[config.mk]
export PLATFORM = sky130hd
export DESIGN_NAME = fp16_norm_round
export DESIGN_NICKNAME = d
export VERILOG_FILES = /design/src/rtl/fp16_pkg.sv /design/src/rtl/fp16_lzc.sv /design/src/rtl/fp16_norm_round.sv
export SDC_FILE = /design/constraint.sdc
export NUM_CORES = 1
export LEC_CHECK = 0
export ABC_AREA = 1
export BUFFER_PORTS_ARGS = -buffer_cell sky130_fd_sc_hd__buf_2
export CAP_MARGIN = 40
export CORE_ASPECT_RATIO = 0.75
export CORE_UTILIZATION = 50
export CTS_BUF_LIST = sky130_fd_sc_hd__clkbuf_4 sky130_fd_sc_hd__clkbuf_8
export DETAILED_ROUTE_END_ITERATION = 7
export HOLD_SLACK_MARGIN = 0.1
export PLACE_DENSITY = 0.72
export RECOVER_POWER = 25
export SETUP_SLACK_MARGIN = 0.15
export SYNTH_ARGS = -nofsm -noshare
export SYNTH_HDL_FRONTEND = slang
export SYNTH_SLANG_ARGS = --single-unit
[constraint.sdc]
create_clock -name clk -period 7.7 [get_ports clk]
set_input_delay 0.77 -clock clk [delete_from_list [all_inputs] [get_ports clk]]
set_output_delay 0.77 -clock clk [all_outputs]
set_load 0.02 [all_outputs]
[src/rtl/fp16_pkg.sv]
// Shared constants and types for the binary16 normalize/round output stage.
// Latency: n/a (package only).
// Backpressure: n/a (package only).
package fp16_pkg;

  localparam int EXP_W   = 5;
  localparam int FRAC_W  = 10;
  localparam int BIAS    = 15;

  // Raw mantissa from the adder: carry, hidden, fraction, G, R, S.
  localparam int MANT_W  = FRAC_W + 5;
  // Normalized mantissa: hidden, fraction, G, R, S.
  localparam int NMANT_W = FRAC_W + 4;
  // Signed exponent wide enough that +1 and -lzc never wrap.
  localparam int SEXP_W  = EXP_W + 2;
  localparam int LZC_W   = 4;

  localparam logic [15:0]       QNAN    = 16'h7E00;
  localparam logic [EXP_W-1:0]  INF_EXP = 5'h1F;

  // First biased exponent that no longer fits a finite binary16 value.
  localparam logic signed [SEXP_W-1:0] EXP_OVF = SEXP_W'(2 * BIAS + 1);

  // Stage-1 payload: normalized operand plus classification tags.
  typedef struct packed {
    logic                     sign;
    logic signed [SEXP_W-1:0] exp;
    logic [NMANT_W-1:0]       mant;
    logic                     zero;
    logic                     unf;
    logic                     nan;
    logic                     inf;
  } s1_pay_t;

endpackage

[src/rtl/fp16_lzc.sv]
// Leading-zero counter over the 14-bit hidden+fraction+GRS field.
// Latency: combinational.
// Backpressure: none.
// Ports: din - value to scan; cnt - number of zeros above the first 1
//        (returns NMANT_W when din is zero).
module fp16_lzc
  import fp16_pkg::*;
(
  input  logic [NMANT_W-1:0] din,
  output logic [LZC_W-1:0]   cnt
);

  // Scan from LSB upward; the highest set bit is the last to write cnt.
  always_comb begin
    cnt = LZC_W'(NMANT_W);
    for (int i = 0; i < NMANT_W; i++) begin
      if (din[i]) cnt = LZC_W'(NMANT_W - 1 - i);
    end
  end

endmodule

[src/rtl/fp16_norm_round.sv]
// Normalizes the add/sub core's raw result, rounds to nearest-even and packs binary16 with flags.
// Latency: 2 cycles input-accept to out_valid, 1 result per cycle.
// Backpressure: valid/ready; outputs hold while out_valid && !out_ready, in_ready drops when both stages are full and stalled.
// Ports: clk/rst_n (sync active-low); in_* raw sign/exp/mant plus nan/inf forces;
//        out_result packed binary16 with out_ovf, out_unf, out_inexact flags.
module fp16_norm_round
  import fp16_pkg::*;
(
  input  logic              clk,
  input  logic              rst_n,
  input  logic              in_valid,
  output logic              in_ready,
  input  logic              in_sign,
  input  logic [EXP_W:0]    in_exp,
  input  logic [MANT_W-1:0] in_mant,
  input  logic              in_nan,
  input  logic              in_inf,
  output logic              out_valid,
  input  logic              out_ready,
  output logic [15:0]       out_result,
  output logic              out_ovf,
  output logic              out_unf,
  output logic              out_inexact
);

  // ---------------------------------------------------------------
  // Handshake
  // ---------------------------------------------------------------
  logic s1_valid;
  logic s2_adv;
  logic s1_adv;

  assign s2_adv   = !out_valid || out_ready;
  assign s1_adv   = s2_adv || !s1_valid;
  assign in_ready = s1_adv;

  // ---------------------------------------------------------------
  // Stage 1: normalize
  // ---------------------------------------------------------------
  logic [LZC_W-1:0]         lzc;
  logic signed [SEXP_W-1:0] exp_in;
  logic signed [SEXP_W-1:0] exp_adj;
  logic [NMANT_W-1:0]       mant_adj;
  logic                     is_zero;
  s1_pay_t                  s1_d;
  s1_pay_t                  s1_q;

  fp16_lzc u_lzc (
    .din (in_mant[NMANT_W-1:0]),
    .cnt (lzc)
  );

  assign exp_in = {1'b0, in_exp};

  always_comb begin
    exp_adj  = exp_in;
    mant_adj = in_mant[NMANT_W-1:0];
    is_zero  = 1'b0;
    if (in_mant[MANT_W-1]) begin
      // Carry out of the adder: shift right, fold the dropped bit into sticky.
      mant_adj = {in_mant[MANT_W-1:2], |in_mant[1:0]};
      exp_adj  = exp_in + SEXP_W'(1);
    end else if (in_mant == '0) begin
      is_zero  = 1'b1;
    end else begin
      mant_adj = in_mant[NMANT_W-1:0] << lzc;
      exp_adj  = exp_in - $signed({{(SEXP_W-LZC_W){1'b0}}, lzc});
    end
  end

  always_comb begin
    s1_d      = '0;
    s1_d.sign = in_sign;
    s1_d.exp  = exp_adj;
    s1_d.mant = mant_adj;
    s1_d.zero = is_zero;
    // No subnormal output: any non-positive biased exponent flushes.
    s1_d.unf  = !is_zero && (exp_adj <= SEXP_W'(0));
    s1_d.nan  = in_nan;
    s1_d.inf  = in_inf;
  end

  // ---------------------------------------------------------------
  // Stage 2: round to nearest even and pack
  // ---------------------------------------------------------------
  logic [FRAC_W-1:0]        frac;
  logic                     g_bit;
  logic                     r_bit;
  logic                     s_bit;
  logic                     round_up;
  logic [FRAC_W:0]          frac_sum;
  logic signed [SEXP_W-1:0] exp_r;
  logic [15:0]              res_d;
  logic                     ovf_d;
  logic                     unf_d;
  logic                     inx_d;

  assign frac     = s1_q.mant[FRAC_W+2:3];
  assign g_bit    = s1_q.mant[2];
  assign r_bit    = s1_q.mant[1];
  assign s_bit    = s1_q.mant[0];
  assign round_up = g_bit && (r_bit || s_bit || frac[0]);
  assign frac_sum = {1'b0, frac} + (FRAC_W+1)'(round_up);
  // A carry out of the fraction leaves frac_sum[FRAC_W-1:0] at zero already.
  assign exp_r    = s1_q.exp + SEXP_W'(frac_sum[FRAC_W]);

  always_comb begin
    res_d = {s1_q.sign, exp_r[EXP_W-1:0], frac_sum[FRAC_W-1:0]};
    ovf_d = 1'b0;
    unf_d = 1'b0;
    inx_d = g_bit | r_bit | s_bit;
    if (s1_q.nan) begin
      res_d = QNAN;
      inx_d = 1'b0;
    end else if (s1_q.inf) begin
      res_d = {s1_q.sign, INF_EXP, {FRAC_W{1'b0}}};
      inx_d = 1'b0;
    end else if (s1_q.zero) begin
      res_d = {s1_q.sign, 15'h0};
      inx_d = 1'b0;
    end else if (s1_q.unf) begin
      res_d = 16'h0000;
      unf_d = 1'b1;
      inx_d = 1'b1;
    end else if (exp_r >= EXP_OVF) begin
      res_d = {s1_q.sign, INF_EXP, {FRAC_W{1'b0}}};
      ovf_d = 1'b1;
      inx_d = 1'b1;
    end
  end

  // ---------------------------------------------------------------
  // Pipeline registers
  // ---------------------------------------------------------------
  always_ff @(posedge clk) begin
    if (!rst_n) begin
      s1_valid    <= 1'b0;
      s1_q        <= '0;
      out_valid   <= 1'b0;
      out_result  <= 16'h0000;
      out_ovf     <= 1'b0;
      out_unf     <= 1'b0;
      out_inexact <= 1'b0;
    end else begin
      if (s1_adv) begin
        s1_valid <= in_valid;
        if (in_valid) s1_q <= s1_d;
      end
      if (s2_adv) begin
        out_valid <= s1_valid;
        // Keep the last result on the bus when a bubble moves through.
        if (s1_valid) begin
          out_result  <= res_d;
          out_ovf     <= ovf_d;
          out_unf     <= unf_d;
          out_inexact <= inx_d;
        end
      end
    end
  end

endmodule

## Word-level counts from Yosys, hierarchy flattened

Cells that the tools add are included.

| operators by class | value |
|---|---|
| bitwise logic cells | 2 |
| add/sub/neg operators | 4 |
| reductions and logical operators | 13 |
| multipliers | 0 |
| multiplexer cells | 39 |
| shift operators | 1 |
| divide/modulo/power cells | 0 |
| order comparisons | 2 |
| eq/ne operators | 0 |

Operators by type and width:

| cell | number |
|---|---|
| 2-to-1 mux 16 bit | 4 |
| 2-to-1 mux 4 bit | 8 |
| 2-to-1 mux 13 bit | 2 |
| 2-to-1 mux 1 bit | 16 |
| logical NOT 15 bit | 1 |
| 2-to-1 mux 15 bit | 1 |
| 2-to-1 mux 7 bit | 2 |
| left shift 14 x 4 -> 13 bit | 1 |
| 2-to-1 mux 3 bit | 4 |
| adder 10 x 1 -> 11 bit | 1 |
| adder 6 x 1 -> 7 bit, second input constant | 1 |
| adder 7 x 1 -> 7 bit | 1 |
| >= comparator 7 x 6 -> 1 bit, second input constant | 1 |
| less-or-equal comparator 7 x 1 -> 1 bit, second input constant | 1 |
| subtractor 6 x 4 -> 7 bit | 1 |
| logical OR 1 bit | 4 |
| 2-to-1 mux 2 bit | 2 |
| AND reduction 2 bit | 2 |
| logical NOT 1 bit | 3 |
| logical AND 1 bit | 2 |
| bitwise OR 1 bit | 2 |
| OR reduction 2 bit | 1 |

| word-level totals | value |
|---|---|
| bits in writable memories | 0 |
| memories | 0 |
| bits in read-only memories | 0 |
| output and inout bits | 21 |
| latch bits | 0 |
| input bits | 28 |
| register bits after elaboration | 46 |
| word-level logic and storage cells | 74 |

## Longest topological paths before layout

Gate-level depths: netlist (run 1).

| depth | value |
|---|---|
| depth in word-level cells | 19 |
| gate-level depth with buffers | 26 |
| mapped depth without buffers | 25 |

## Modules after synthesis

From an unflattened synthesis (run 1), not the netlist that was laid out.

| unflattened totals | value |
|---|---|
| cell total of the unflattened synthesis | 516 |
| area total of the unflattened synthesis | 3278.1 µm² |

Modules (own cells, without submodules):

| module | times used | area an instance (µm²) | seq. area each (µm²) | cells an instance |
|---|---|---|---|---|
| fp16_norm_round | 1 | 3090.5 | 920.9 | 477 |
| fp16_lzc | 1 | 187.7 | 0.0 | 39 |

## Least setup slack after synthesis (run 1)

Ideal clock, no wire load.

| timing path | value |
|---|---|
| path type | input to register |
| from | in in_mant[1] |
| to | reg s1_q[2] (netlist bit) |
| buffers on the path | 1 |
| arrival | 2.992 ns |
| library setup time | 0.070 ns |
| data required time | 7.630 ns |
| stages on the path | 26 |
| path slack | 4.637 ns |
| path through | inv_1 -> nand2_1 -> nand2_1 -> nand2_1 -> nand2_1 -> nand2_1 -> nand2_1 -> nand2_1 -> nand2_1 -> nand2_1 -> nand2_2 -> nand2_4 -> nand2_4 -> buf_8 -> ha_1 -> fa_1 -> inv_1 -> a21oi_1 -> o21ai_2 -> o21ai_1 -> xor2_1 -> nor3_1 -> nand2_1 -> nand2_1 -> nand2_1 -> a21oi_1 |

| between the ends | value |
|---|---|
| longest elaborated chain between the ends | 18 |
| elaborated cells between the ends (all ways) | 22 |
| those cells by class | add/sub: 1; order compare: 1; mux: 17; reduce/logical: 3 |

Ends and longest elaborated chain:

| element | line | RTL |
|---|---|---|
| start: declaration | fp16_norm_round.sv:15 | `input logic [MANT_W-1:0] in_mant,` |
| 2-to-1 mux 2 bit | fp16_lzc.sv:17 | `if (din[i]) cnt = LZC_W'(NMANT_W - 1 - i);` |
| 2-to-1 mux 3 bit (4 in a row) | fp16_lzc.sv:17 |  |
| 2-to-1 mux 4 bit (8 in a row) | fp16_lzc.sv:17 |  |
| subtractor 6 x 4 -> 7 bit | fp16_norm_round.sv:67 | `exp_adj = exp_in - $signed({{(SEXP_W-LZC_W){1'b0}}, lzc});` |
| 2-to-1 mux 7 bit | fp16_norm_round.sv:63 | `end else if (in_mant == '0) begin` |
| 2-to-1 mux 7 bit | fp16_norm_round.sv:59 | `if (in_mant[MANT_W-1]) begin` |
| less-or-equal comparator 7 x 1 -> 1 bit | fp16_norm_round.sv:78 | `s1_d.unf = !is_zero && (exp_adj <= SEXP_W'(0));` |
| logical AND 1 bit * | fp16_norm_round.sv:78 |  |
| end signal: assignment | fp16_norm_round.sv:138 | `s1_q <= '0;` |
| end signal: assignment | fp16_norm_round.sv:147 | `if (in_valid) s1_q <= s1_d;` |
| end: declaration | fp16_norm_round.sv:46 | `s1_pay_t s1_q;` |

Every way passes the cells marked *; elsewhere a longest branch is shown, timed or not.
A chain may end at the register's enable or synchronous reset.

## Worst setup path in the final report (run 1)

| timing path | value |
|---|---|
| from | in in_mant[12] |
| to | reg s1_q[2] (netlist bit) |

| between the ends | value |
|---|---|
| longest elaborated chain between the ends | 7 |
| elaborated cells between the ends (all ways) | 11 |
| those cells by class | add/sub: 1; order compare: 1; mux: 6; reduce/logical: 3 |

Ends and longest elaborated chain:

| element | line |
|---|---|
| 2-to-1 mux 4 bit (2 in a row) | fp16_lzc.sv:17 |
| subtractor 6 x 4 -> 7 bit | fp16_norm_round.sv:67 |
| 2-to-1 mux 7 bit | fp16_norm_round.sv:63 |
| 2-to-1 mux 7 bit | fp16_norm_round.sv:59 |
| less-or-equal comparator 7 x 1 -> 1 bit | fp16_norm_round.sv:78 |
| logical AND 1 bit * | fp16_norm_round.sv:78 |

Marks and branches as above.

==> qor.yml, run 1 <==
worst_setup_path:
  critPathCaptureType: "flip-flop"
  crit_fanout: 11
  r2r_end: "out_result[0]"
  crit_type: "in -> reg"
  crit_required_ns: 7.92
  critical_path.slowest_cell: "a21oi_1"
  rr_startpoint: "g_bit"
  crit_path_frequent_cell: "nand2_1"
  reg2reg_setup_slack_ns: 4.32
  arrival_ns: 3.89
  path_cells: "buf_2 > nor2_2 > nand2_2 > a21oi_1 > clkinv_1 > ha_1 > nand2_1 > nor2_1 > a211o_1 > xor2_1 > nor2_1 > o22ai_1 > nor3_1 > nand2_1 > nand2_1 > nand2_1 > a21oi_1"
  slowest_delay_ns: 0.64
  cp-start-kind: "input port"
  rr_worst_depth: 19
hold_path:
  min_to: "out_result[7]"
  hold_path_class: "reg -> reg"
  holdPathStages: 2
  min_from: "out_result[7]"
synth:
  synth-simple-area-share: 0.3421
  yosys_warnings: 0
  async_reset_ff_frac: 0
  synthAdderAreaFrac: 0.03819
  syn_inst: 488
  synth-compound-area-share: 0.1981
  synth_edf_count: 0
  synth_nets: 525
  avgSynthCellArea_um2: 6.446
  syn_area_mm2: 0.003146
  synth_seq_cells: 46
  synth_top_family_by_area: "simple AND/OR/NAND/NOR gates"
  synth-main-ff-cell: "dfxtp_1"
  synthDistinctLibCells: 43
  synthMuxAreaShare: 0
  synth-xor-area-share: 0.03341
  seq_area_frac_synth: 0.2928
route:
  wire_per_inst_um: 13.68
  viasPerCell: 5.372
  wl_um: 8279
  drc: 0
  ant_nets: 0
  num_vias: 3250
  first_pass_iters: 5
  first_iter_violations: 220
timing:
  max_slew_margin: -0.1018
  finalCritPeriodShare: 0.4758
  rsz0062_at_grt: "false"
  slew_violations: 40
  hold_ws_ns: 0.4661
  setup_viol: 0
  finClkSkew_ns: 0.006512
  tightest_slew_ns: 1.653
  post-route-min-period_ns: 3.663
  tns_ns: 0
  hold_viol_final: 0
  timing.fmax_mhz: 273.0
  finalWorstSetupSlack_ns: 4.037
cts:
  htree_levels: 2
  cts_buffer_depth: 2
  clk_latency_ns: 0.30
  clk_pin_slew_ns: 0.08
  cts_resized: 0
  numClockSinks: 46
  cts_hold_buf: 0
  cts_setup_buffers: 0
  clockRootBuffer: "clkbuf_8"
  cts_buffers: 5
  cts_tree: "done"
floorplan:
  num_rows: 24
  dieArea_mm2: 0.006616
  initial_core_util: 0.5290
  fp.dieH_um: 70.69
  die_width_um: 93.59
  core_mm2: 0.005946
  io_pins: 49
grt:
  grt_pass1_wl_um: 13620
  overflow: 0
  gr-usage-all-layers: 0.2572
  grt_pass1_vias: 2936
  grt_max_degree: 40
  antenna_found_initial: 0
status:
  outcome: "finished, violations left"
  failed_checks: "max-capacitance violations, max-slew violations"
finish:
  drive_gt1_frac: 0.1366
  antenna_cells: 0
  final_area_mm2: 0.003471
  finalNetCount: 564
  final_cell_mix: "nand2_1, inv_1, a21oi_1"
  layout_commonest_cell: "nand2_1"
  syn_to_final_growth_pct: 10.34
placed_design:
  dpl_cell_area_mm2: 0.003432
  place_ws_ns: 3.790
  port_buffers: 48
  dp_hpwl_um: 6396
  gp_congestion: 0.8675
pwr:
  ir_worst_vdd_uv: 124.5
  power.leakage_nw: 1.630
  cellPowerDensity_mw_per_mm2: 157.6
job:
  drv_cap: 1
[cells by family (layout without fill, tap and decap cells)]
kind of cell,count (synthesis),after routing
AO/OA/AOI/OAI,110,110
XOR/XNOR,12,12
adder cells (fa/ha/maj),9,9
buffers and inverters,75,114
flip-flops,46,46
AND/OR/NAND/NOR,236,236
[area by class of cell]
| cell class | count | area [µm²] |
|---|---|---|
| multi-input combinational | 367 | 1924 |
| tap | 78 | 97.59 |
| sequential | 46 | 920.9 |
| fill | 610 | 2475 |
| clock buffer | 7 | 83.83 |
| timing repair buffer | 50 | 230.2 |
| inverter | 57 | 214.0 |
[worst max-delay path, delay by kind of cell]
kind / cells / cell delay, ns
AO/OA/AOI/OAI: 4 / 1.09
adder cells (fa/ha/maj): 1 / 0.45
AND/OR/NAND/NOR: 9 / 0.86
XOR/XNOR: 1 / 0.15
buffers and inverters: 2 / 0.58
[synth_stat cells, types with 2 or more instances]
cell type / instances / area, µm²
nand2_2: 8 / 50.05
a21oi_2: 4 / 35.03
o211ai_1: 7 / 52.55
nand3_1: 42 / 210.2
inv_1: 54 / 202.7
nor3_1: 3 / 15.01
o21ai_1: 8 / 40.04
inv_2: 2 / 7.510
o221a_2: 2 / 22.52
nand4_1: 8 / 50.05
nand3_2: 5 / 50.05
ha_1: 8 / 100.1
nand2_1: 115 / 431.7
nor2_2: 2 / 12.51
buf_2: 3 / 15.01
nor2_1: 43 / 161.4
a21oi_1: 53 / 265.3
nand3b_1: 3 / 22.52
clkbuf_1: 12 / 45.04
nand2_4: 2 / 22.52
o21ai_0: 27 / 135.1
xor2_1: 11 / 96.34
dfxtp_1: 46 / 920.9
[routing by layer]
| layer | share of wire | track usage |
|---|---|---|
| met1 | 0.51 | 0.3756 |
| met2 | 0.43 | 0.3987 |
| met3 | 0.052 | 0.04409 |
| met4 | 0.0062 | 0.05128 |
| met5 | 0 | 0 |
[flip-flops by register name, indices dropped and copies added, names as in the netlist]
name	cells
out_ovf	1
out_result	16
g_bit	1
out_valid	1
r_bit	1
frac	10
s1_q	13
out_unf	1
s1_valid	1
out_inexact	1
[where the power goes]
part,total (mW),switching [mW],internal (mW)
logic,0.138,0.0916,0.0466
registers,0.263,0.0103,0.252
clock network,0.146,0.0765,0.0697
total,0.547,0.178,0.368
[how the worst max path moves through the flow]
| stage | startpoint | endpoint | cells after the start | slack (ns) |
|---|---|---|---|---|
| floorplan | in_mant[1] | s1_q[2] | 26 | 4.64 |
| global placement | in_mant[12] | s1_q[2] | 18 | 3.82 |
| detailed placement | in_mant[12] | s1_q[2] | 17 | 3.79 |
| CTS | in_mant[12] | s1_q[2] | 17 | 4.09 |
| global route | in_mant[12] | s1_q[2] | 17 | 3.76 |
| finish | in_mant[12] | s1_q[2] | 17 | 4.04 |
[per-stage QoR]
| stage | instances | power (mW) | util |
|---|---|---|---|
| 3_3_place_gp | 597 | 0.4026 | 0.5726 |
| 6_report | 605 | 0.5468 | 0.5838 |
| 4_1_cts | 605 | 0.5495 | 0.5913 |
| 2_1_floorplan | 488 | 0.3669 | - |
| 5_1_grt | 605 | 0.5755 | 0.5838 |
| 3_5_place_dp | 598 | 0.4063 | 0.5772 |
(Power assumes the default switching activity.)
==> inputs of run 2 (changes only) <==
--- a/config.mk
+++ b/config.mk
@@ -5,7 +5,7 @@
 export SDC_FILE = /design/constraint.sdc
 export NUM_CORES = 1
 export LEC_CHECK = 0
-export ABC_AREA = 1
+export ABC_AREA = 0
 export BUFFER_PORTS_ARGS = -buffer_cell sky130_fd_sc_hd__buf_2
 export CAP_MARGIN = 40
 export CORE_ASPECT_RATIO = 0.75
@@ -13,7 +13,7 @@
 export CTS_BUF_LIST = sky130_fd_sc_hd__clkbuf_4 sky130_fd_sc_hd__clkbuf_8
 export DETAILED_ROUTE_END_ITERATION = 7
 export HOLD_SLACK_MARGIN = 0.1
-export PLACE_DENSITY = 0.72
+export PLACE_DENSITY = 0.74
 export RECOVER_POWER = 25
 export SETUP_SLACK_MARGIN = 0.15
 export SYNTH_ARGS = -nofsm -noshare
==> constraint.sdc (replaced) <==
create_clock -name clk -period 3.25 [get_ports clk]
set_input_delay 0.325 -clock clk [delete_from_list [all_inputs] [get_ports clk]]
set_output_delay 0.325 -clock clk [all_outputs]
set_load 0.02 [all_outputs]
==> run 2 against run 1 <==
The flow still finishes with violations (max-capacitance violations, max-slew violations). Critical path depth decreased by 2. Wire length increased by 21%. Register-to-register slack got worse by 4.1 ns. Critical path type is now reg -> reg. Critical endpoint is now out_result[7]. Largest cell class unchanged. Largest power group unchanged.
==> qor.yml, run 2 <==
cts:
  cts_hold_buf: 0  # unchanged
  cts_buffers: 5  # unchanged
  numClockSinks: 46  # unchanged
  cts_tree: "done"
  clk_latency_ns: 0.30  # about the same
  cts_buffer_depth: 2  # unchanged
  clockRootBuffer: "clkbuf_8"
  clk_pin_slew_ns: 0.08  # about the same
  htree_levels: 2  # unchanged
route:
  first_pass_iters: 5  # unchanged
  first_iter_violations: 285  # +30%
  wire_per_inst_um: 16.95  # +24%
  drc: 0  # unchanged
  ant_nets: 0  # unchanged
  wl_um: 9984  # +21%
  viasPerCell: 6.211  # +16%
  num_vias: 3658  # +13%
floorplan:
  num_rows: 25  # +4.2%
  die_width_um: 96.58  # +3.2%
  initial_core_util: 0.5257  # -0.003354
  core_mm2: 0.006381  # +7.3%
  io_pins: 49  # unchanged
  fp.dieH_um: 72.94  # +3.2%
  dieArea_mm2: 0.007044  # +6.5%
timing:
  hold_viol_final: 0  # unchanged
  tns_ns: 0  # unchanged
  setup_viol: 0  # unchanged
  slew_violations: 50  # +25%
  rsz0062_at_grt: "false"
  tightest_slew_ns: 1.683  # +0.03034 ns
  hold_ws_ns: 0.2940  # -0.1721 ns
  finClkSkew_ns: 0.007989  # +0.001478 ns
  timing.fmax_mhz: 332.8
  finalWorstSetupSlack_ns: 0.2449  # -3.792 ns
  max_slew_margin: -0.1220  # -0.02023
  finalCritPeriodShare: 0.9246
  post-route-min-period_ns: 3.005
worst_setup_path:
  crit_required_ns: 3.49  # -4.43 ns
  crit_type: "reg -> reg"
  reg2reg_setup_slack_ns: 0.24  # -4.08 ns
  arrival_ns: 3.24  # -0.65 ns
  crit_fanout: 5  # -6
  cp-start-kind: "flip-flop"
  critPathCaptureType: "flip-flop"
finish:
  finalNetCount: 545  # -3.4%
  regArea_um2: 923.4  # +0.27%
  fillers: 603  # -1.1%
  final_cell_mix: "nand2_1, dfxtp_1, nor2_1"
  syn_to_final_growth_pct: 18.54
  regMostFlops: "out_result"
  final_cell_count_no_fill: 589  # -2.6%
  final_area_mm2: 0.003976  # +15%
  antenna_cells: 0  # unchanged
  post-route-util: 0.6231  # +0.03938
  drive_gt1_frac: 0.2008  # +0.06417
  multi_input_area_mm2: 0.002350  # +22%
  largest_reg_flops: 16  # unchanged
  layout_commonest_cell: "nand2_1"
synth:
  synth_edf_count: 0  # unchanged
  yosys-top-cells-area: "dfxtp_1, nand2_1, o21ai_0"
  avgSynthCellArea_um2: 7.504  # +16%
  async_reset_ff_frac: 0  # unchanged
  syn_area_mm2: 0.003354  # +6.6%
  synth_area_leader_cell: "dfxtp_1"
  yosysMostFrequentCell: "nand2_1"
  synth_nets: 484  # -7.8%
  synth-xor-area-share: 0.04439  # +0.01097
  synthDistinctLibCells: 74  # +72%
  synthMuxAreaShare: 0.009698  # +0.009698
  synthAdderAreaFrac: 0.03879  # +0.0006053
  synth_top_family_by_area: "compound AO/OA/AOI/OAI gates"
  syn_inst: 447  # -8.4%
  synth_top_area_share: 0.2745  # -0.01824
  synth-main-ff-cell: "dfxtp_1"
  yosys_warnings: 0  # unchanged
  synth-simple-area-share: 0.2797  # -0.06234
  ys_top_cells_by_count: "nand2_1, dfxtp_1, nor2_1"
  synth_seq_cells: 46  # unchanged
  synth-compound-area-share: 0.2988  # +0.1007
  seq_area_frac_synth: 0.2745  # -0.01824
pwr:
  combPwrFrac: 0.282  # +0.029
  switching_share: 0.3263  # about the same
  power_frac_clock: 0.254  # -0.013
  cellPowerDensity_mw_per_mm2: 341.3  # +120%
  power.leakage_nw: 1.543  # -5.3%
  switching_power_mw: 0.4428  # +150%
  ir_worst_vdd_uv: 208.7  # +68%
  finalPower_mw: 1.357  # +150%
  seqPwrFrac: 0.465  # -0.015
  internal_power_mw: 0.9143  # +150%
placed_design:
  gp_congestion: 0.9355  # +7.8%
  port_buffers: 48  # unchanged
  dp_hpwl_um: 7412  # +16%
  dp_cells: 577  # -3.5%
  dpl_cell_area_mm2: 0.003781  # +10%
  place_ws_ns: -0.06502  # -3.855 ns
grt:
  grt_pass1_vias: 3232  # +10%
  overflow: 0  # unchanged
  grt_max_degree: 50  # +25%
  antenna_found_initial: 0  # unchanged
  gr-usage-all-layers: 0.2980  # +0.04077
  grt_pass1_wl_um: 16110  # +18%
job:
  drv_cap: 1  # unchanged
hold_path:
  hold_path_class: "in -> reg"
status:
  outcome: "finished, violations left"
  failed_checks: "max-capacitance violations, max-slew violations"
==> run 2: logic make-up (layout without fill, tap and decap cells) <==
kind of cell / after synthesis / in the layout
multiplexers: 3 / 3
adder cells (fa/ha/maj): 10 / 10
XOR/XNOR: 17 / 17
AND/OR/NAND/NOR: 182 / 183
AO/OA/AOI/OAI: 145 / 145
buffers and inverters: 44 / 104
flip-flops: 46 / 46
==> run 2: critical path, stage by stage (launching register included) <==
cell      delay (ns)
dfxtp_2         0.32
and2_4          0.16
ha_4            0.16
nand2_4         0.06
nor2_4          0.04
and3_4          0.18
and3_4          0.19
ha_4            0.16
ha_4            0.15
xor2_1          0.15
and4_1          0.20
maj3_2          0.31
o221a_4         0.23
nand3b_1        0.28
o21ai_1         0.22
and2_1          0.14
==> run 2: repair_timing <==
item	4_1_cts	5_1_grt
setup endpoints to repair	16	17
gates resized for setup	17	7
cloned	1	0
pin swaps	5	3
buffers inserted	0	4
==> run 2: cell type report <==
class | instances | share of cell area
multi-input combinational | 358 | 0.5909
tap | 81 | 0.02549
sequential | 46 | 0.2322
clock buffer | 7 | 0.02108
timing repair buffer | 78 | 0.1123
inverter | 19 | 0.01794
==> run 2: worst paths after layout <==
check | startpoint | end | depth (start not counted)
setup / recovery | frac[0] | out_result[7] | 15
hold / removal | in_nan | s1_q[1] | 3
setup reg to reg | frac[0] | out_result[7] | 15
hold reg to reg | out_inexact | out_inexact | 2
==> run 2: power groups by stage <==
stage	registers, mW	logic [mW]	clock network, mW
floorplan	0.646	0.229	0
global placement	0.637	0.361	0
detailed placement	0.639	0.366	0
CTS	0.627	0.374	0.350
global route	0.635	0.421	0.374
finish	0.631	0.382	0.344
==> run 2: layer usage <==
| layer | GRT usage | vias to the layer above | share of wire | routed length [µm] |
|---|---|---|---|---|
| met2 | 0.4460 | 142 | 0.43 | 4297 |
| li1 | - | 1758 | - | - |
| met3 | 0.06042 | 15 | 0.078 | 777 |
| met5 | 0 | - | 0 | 0 |
| met4 | 0.05556 | 0 | 0.0096 | 96 |
| met1 | 0.4423 | 1743 | 0.48 | 4812 |
